[src/rtl/bist_stream_engine.sv]
// bist_stream_engine
//   Built-in self-test stream engine. Drives per-lane Galois LFSR stimulus (or a
//   held constant seed) into a DUT over a ready/valid handshake. Compacts DUT
//   responses into a per-lane MISR. Drains outstanding responses with an idle
//   timeout, then compares the signature against a golden value.
//
//   Ports:
//     clk_i, rst_i      clock, synchronous active-high reset
//     start_i           level start; a run begins on a 0->1 edge seen in IDLE
//     mode_i            0 = LFSR stimulus, 1 = hold the loaded seed as stimulus
//     seed_i            per-lane LFSR seed (lane 0 = bits [WIDTH-1:0])
//     num_vec_i         vectors to issue / responses expected
//     drain_cyc_i       idle-response timeout while draining
//     golden_i          expected signature
//     stim_valid_o/stim_ready_i/stim_data_o   stimulus handshake
//     dut_valid_i/dut_data_i                  response input
//     sig_o, vec_cnt_o, rsp_cnt_o             MISR value and progress counters
//     busy_o, done_o, pass_o, err_o           status (err bit0 timeout, bit1 overflow)
module bist_stream_engine #(
    parameter int unsigned      WIDTH     = 8,
    parameter int unsigned      IN_LANES  = 8,
    parameter int unsigned      OUT_LANES = 4,
    parameter int unsigned      CNT_W     = 16,
    parameter logic [WIDTH-1:0] POLY      = 8'hB8
) (
    input  logic                       clk_i,
    input  logic                       rst_i,
    input  logic                       start_i,
    input  logic                       mode_i,
    input  logic [IN_LANES*WIDTH-1:0]  seed_i,
    input  logic [CNT_W-1:0]           num_vec_i,
    input  logic [7:0]                 drain_cyc_i,
    input  logic [OUT_LANES*WIDTH-1:0] golden_i,
    output logic                       stim_valid_o,
    input  logic                       stim_ready_i,
    output logic [IN_LANES*WIDTH-1:0]  stim_data_o,
    input  logic                       dut_valid_i,
    input  logic [OUT_LANES*WIDTH-1:0] dut_data_i,
    output logic [OUT_LANES*WIDTH-1:0] sig_o,
    output logic [CNT_W-1:0]           vec_cnt_o,
    output logic [CNT_W-1:0]           rsp_cnt_o,
    output logic                       busy_o,
    output logic                       done_o,
    output logic                       pass_o,
    output logic [1:0]                 err_o
);

    typedef enum logic [1:0] {IDLE, RUN, DRAIN, DONE} state_t;

    state_t                       state, state_next;
    logic                         start_d;
    logic [IN_LANES*WIDTH-1:0]    lfsr;
    logic [OUT_LANES*WIDTH-1:0]   sig;
    logic [OUT_LANES*WIDTH-1:0]   golden;
    logic [CNT_W-1:0]             vec_cnt, rsp_cnt, num_vec;
    logic [7:0]                   drain_cyc, idle_cnt;
    logic [1:0]                   err;

    logic launch, xfer, last_xfer, rsp_full, compact, overflow, rsp_done, timeout;

    function automatic logic [WIDTH-1:0] lane_step(input logic [WIDTH-1:0] x);
        return x[0] ? ((x >> 1) ^ POLY) : (x >> 1);
    endfunction

    always_ff @(posedge clk_i) begin
        if (rst_i) state <= IDLE;
        else       state <= state_next;
    end

    always_comb begin
        state_next   = state;
        launch       = (state == IDLE) && start_i && !start_d;
        xfer         = (state == RUN) && stim_ready_i;
        last_xfer    = xfer && (vec_cnt + CNT_W'(1) == num_vec);
        rsp_full     = (rsp_cnt == num_vec);
        compact      = ((state == RUN) || (state == DRAIN)) && dut_valid_i && !rsp_full;
        overflow     = ((state == RUN) || (state == DRAIN)) && dut_valid_i && rsp_full;
        // A final response arriving this cycle counts as completion.
        rsp_done     = rsp_full || (compact && (rsp_cnt + CNT_W'(1) == num_vec));
        // Timeout fires on the quiet cycle that brings the idle run length up to
        // drain_cyc; a zero limit times out on the first quiet draining cycle.
        timeout      = (state == DRAIN) && !rsp_done && !dut_valid_i &&
                       ((drain_cyc == 8'd0) || (idle_cnt + 8'd1 == drain_cyc));
        stim_valid_o = (state == RUN);
        busy_o       = (state == RUN) || (state == DRAIN);
        done_o       = (state == DONE);
        pass_o       = (state == DONE) && (sig == golden) && (err == 2'b00) && rsp_full;

        case (state)
            IDLE:    if (launch) state_next = (num_vec_i == '0) ? DRAIN : RUN;
            RUN:     if (last_xfer) state_next = DRAIN;
            DRAIN:   if (rsp_done || timeout) state_next = DONE;
            DONE:    if (!start_i) state_next = IDLE;
            default: state_next = IDLE;
        endcase
    end

    always_ff @(posedge clk_i) begin
        if (rst_i) begin
            start_d   <= 1'b0;
            lfsr      <= '0;
            sig       <= '0;
            golden    <= '0;
            vec_cnt   <= '0;
            rsp_cnt   <= '0;
            num_vec   <= '0;
            drain_cyc <= '0;
            idle_cnt  <= '0;
            err       <= '0;
        end else begin
            start_d <= start_i;
            if (launch) begin
                for (int unsigned i = 0; i < IN_LANES; i++) begin
                    // An all-zero lane would lock the LFSR, so it starts at 1.
                    lfsr[i*WIDTH +: WIDTH] <= (seed_i[i*WIDTH +: WIDTH] == '0) ?
                                              WIDTH'(1) : seed_i[i*WIDTH +: WIDTH];
                end
                sig       <= '0;
                vec_cnt   <= '0;
                rsp_cnt   <= '0;
                err       <= '0;
                idle_cnt  <= '0;
                num_vec   <= num_vec_i;
                drain_cyc <= drain_cyc_i;
                golden    <= golden_i;
            end else begin
                if (xfer) begin
                    vec_cnt <= vec_cnt + CNT_W'(1);
                    if (!mode_i) begin
                        for (int unsigned i = 0; i < IN_LANES; i++) begin
                            lfsr[i*WIDTH +: WIDTH] <= lane_step(lfsr[i*WIDTH +: WIDTH]);
                        end
                    end
                end
                if (compact) begin
                    rsp_cnt <= rsp_cnt + CNT_W'(1);
                    for (int unsigned i = 0; i < OUT_LANES; i++) begin
                        sig[i*WIDTH +: WIDTH] <= lane_step(sig[i*WIDTH +: WIDTH]) ^
                                                 dut_data_i[i*WIDTH +: WIDTH];
                    end
                end
                if (overflow) err[1] <= 1'b1;
                if (timeout)  err[0] <= 1'b1;
                if (state == DRAIN) idle_cnt <= dut_valid_i ? 8'd0 : idle_cnt + 8'd1;
            end
        end
    end

    assign stim_data_o = lfsr;
    assign sig_o       = sig;
    assign vec_cnt_o   = vec_cnt;
    assign rsp_cnt_o   = rsp_cnt;
    assign err_o       = err;

endmodule
[config.mk]
export PLATFORM = sky130hd
export DESIGN_NAME = bist_stream_engine
export DESIGN_NICKNAME = d
export VERILOG_FILES = /design/src/rtl/bist_stream_engine.sv
export SDC_FILE = /design/constraint.sdc
export NUM_CORES = 1
export LEC_CHECK = 0
export ABC_CLOCK_PERIOD_IN_PS = 2600
export CORE_MARGIN = 10
export CORE_UTILIZATION = 32
export CTS_CLUSTER_SIZE = 28
export DETAILED_ROUTE_END_ITERATION = 10
export GPL_TIMING_DRIVEN = 0
export PLACE_DENSITY = 0.69
export SLEW_MARGIN = 30
export SYNTH_ARGS = -nofsm -noshare
export SYNTH_HDL_FRONTEND = slang
export SYNTH_SLANG_ARGS = --single-unit
[constraint.sdc]
create_clock -name clk_i -period 2.6 [get_ports clk_i]
set_input_delay 0.39 -clock clk_i [delete_from_list [all_inputs] [get_ports clk_i]]
set_output_delay 0.39 -clock clk_i [all_outputs]
set_load 0.01 [all_outputs]
==> impl_metrics.yaml <==
critical_path:
  crit_type: "flop to output pin"
  critPathLaunchType: "flop"
  end_kind: "output pin"
  crit_path_top_delay_cell: "or4_4"
  required_ns: 2.21
  arrival_ns: 2.28
  critPathMaxFanout: 3
  crit_chain: "xnor2_2, nand2_1, or4_4, nor2_4, nand4_1, nor3_1, buf_2"
  cp_num_buf_inv: 1
  cp_top_family: "simple AND/OR/NAND/NOR gates"
  slowest_delay_ns: 0.58
final_layout:
  final_common_cell: "clkdlybuf4s50_1"
  num-nets-final: 1779
  final_area_mm2: 0.01469
  drive_gt1_frac: 0.08856
  fillerInstances: 3105
  area_growth_pct: 42.40
  most-common-layout-cells: "clkdlybuf4s50_1, nand2_1, dfxtp_1"
job:
  max-cap-violations: 0
route:
  routed_via_density: 5.277
  drt-total-wl_um: 40600
  wl_per_cell_um: 20.00
  first_iter_violations: 827
  drc_errors: 0
  postRouteAntennaNets: 0
  firstDrtPassIters: 5
  num_vias: 10713
synthesis:
  synth_seq_area_share: 0.3822
  synthSimpleGateAreaFrac: 0.2196
  synthMuxAreaShare: 0.004608
  synth_compound_area_frac: 0.1820
  ys_ff_latch: 197
  avgSynthCellArea_um2: 7.936
  syn_area_mm2: 0.01032
  synth_top_family_by_area: "simple AND/OR/NAND/NOR gates"
  synth_adder_area_share: 0.009702
  yosys-top-cells-area: "dfxtp_1, xnor2_1, nand2_1"
  netlist.area_leader.share: 0.3822
  yosysWarningCount: 0
  yosysTopAreaCell: "dfxtp_1"
  synth_cell_types: 56
  synth_xor_area_frac: 0.1528
  syn-num-nets: 1466
  synthCells: 1300
sta:
  fin_ws_ns: -0.07314
  finalHoldViolations: 0
  fin_crit_ns: 2.673
  holdWs_ns: 0.3884
  setup_viol: 1
  worst_pin_slew_ns: 0.7237
  fmax_mhz: 374.1
  max-slew-margin-rel: 0.5175
  rsz0062_at_grt: "true"
  fin_crit_sh: 1.028
  finalClockSkew_ns: 0.01591
  finalMaxSlewViolations: 0
floorplanning:
  start_util: 0.3253
  num_io_pins: 292
  die_w_um: 199.6
  coreArea_mm2: 0.03172
  die_area_mm2: 0.03982
  core.rowCount: 65
  die_y_um: 199.6
power:
  p_switching_w: 0.004453
  p_leak_nw: 4.963
  swShare: 0.3925
  p_int_w: 0.006892
  seq_power_share: 0.355
  p_total_w: 0.01135
  power_density_mw_per_mm2: 772.2
  p_comb_frac: 0.397
  vdd_drop_max_mv: 0.4671
  clockPowerShare: 0.248
cts:
  cts_buffers: 17
  cts_buffer_depth: 2
  cts_num_sinks: 197
  h-tree-depth: 4
  clk_transition_reported_paths_ns: 0.09
  cts_tree: "yes"
  ctsHoldBuffers: 0
  root_buffer: "clkbuf_16"
  clock_latency_ns: 0.45
global_route:
  grtUsageTotal: 0.1980
  grt_pass1_wl_um: 61580
  antenna_found_initial: 3
  grt_overflow: 0
  grt_max_degree: 22
  grt_pass1_vias: 10560
place:
  dp_hpwl_um: 31690
  port_buffers: 290
  post_dp_cell_area_mm2: 0.01372
  gp_congestion: 0.8968
outcome:
  status: "complete, but fails checks"
  violations: "setup timing"
worst_hold_path:
  hold_path_class: "primary input to flop"
-- routing by layer --
metal | routed length [µm] | GRT usage
met4 | 1013 | 0.06786
met5 | 20 | 0
met3 | 2276 | 0.03734
met2 | 19950 | 0.3337
met1 | 17340 | 0.2475
-- area by class of cell --
cell class,instances,area (µm²),area share
Multi-Input combinational cell,994,6105,0.4155
Antenna cell,2,5.005,0.0003407
Sequential cell,197,3970,0.2702
Tap cell,402,503.0,0.03424
Inverter,10,37.54,0.002555
Clock inverter,15,202.7,0.01380
Clock buffer,17,425.4,0.02896
Buffer,92,462.9,0.03151
Timing Repair Buffer,301,2980,0.2029
-- power by group through the flow --
stage,combinational [W],sequential (W),clock (W)
2_1_floorplan,0.00233,0.00408,0
3_3_place_gp,0.00431,0.00404,0
6_report,0.00450,0.00402,0.00282
4_1_cts,0.00444,0.00399,0.00284
3_5_place_dp,0.00435,0.00405,0
5_1_grt,0.00490,0.00408,0.00296
-- flip-flops by register name, summed over array words and instances, names as in the netlist --
name,cells
drain_cyc,8
err_o,2
golden,32
idle_cnt,8
num_vec,16
rsp_cnt_o,16
sig_o,32
start_d,1
state,2
stim_data_o,64
vec_cnt_o,16
-- through the flow --
step | utilization | std cells | worst slack, ns | setup TNS, ns
finish | 0.4632 | 2030 | -0.07314 | -0.07314
global route | 0.4632 | 2030 | -0.1634 | -0.2064
CTS | 0.4563 | 2024 | -0.1858 | -0.1858
detailed placement | 0.4327 | 1992 | -0.5213 | -55.28
global placement | 0.4327 | 1992 | -0.4513 | -45.55
floorplan | - | 1300 | 0.05193 | 0
-- final timing paths --
check	to	slack [ns]	cells past startpoint	startpoint
max	pass_o	-0.07	7	rsp_cnt_o[15]$_SDFFE_PP0P_
min	state[1]$_SDFFE_PP0P_	0.39	3	rst_i
max reg2reg	state[0]$_SDFFE_PP0P_	0.10	9	rsp_cnt_o[1]$_SDFFE_PP0P_
min reg2reg	golden[6]$_SDFFE_PP0P_	0.47	2	golden[6]$_SDFFE_PP0P_
-- synthesized netlist by cell type, drive strengths merged --
library cell,n
or3,11
nor3b,2
o2111ai,2
xnor2,125
a22o,1
a211oi,34
ha,8
or2,7
nor4,27
nand3,12
nor3,24
a2111oi,1
nand4b,1
xor2,55
and4,3
and3,4
a311oi,43
mux2i,1
nand2b,6
o311a,1
a21o,1
mux2,3
dfxtp,197
nor2,101
nand3b,3
o31ai,1
o21ai,59
nand2,261
nand4,23
inv,10
or4b,1
o211ai,27
nor4b,1
a31oi,4
a21oi,121
buf,16
clkbuf,83
nor2b,3
o221ai,2
o41ai,1
or4,6
a31o,2
and3b,1
and2,5
-- kinds of logic (layout without fill, tap and decap cells) --
kind of cell / Yosys count / in the layout
compound gates: 300 / 300
mux: 4 / 4
fa+ha+maj: 8 / 8
xor+xnor: 180 / 180
buf+inv: 109 / 435
simple gates: 502 / 502
flops: 197 / 197
other cells: 0 / 2
-- worst min-delay path, stage by stage --
cell and delay [ns]:
clkbuf_8 0.15, clkbuf_8 0.19, a311oi_1 0.06
-- timing repair --
action	4_1_cts	5_1_grt
setup buffers	2	9
pin swaps	8	11
gates resized for setup	38	65
endpoints found under the setup margin	127	141
Note: power is estimated with default switching activity, not from simulation.
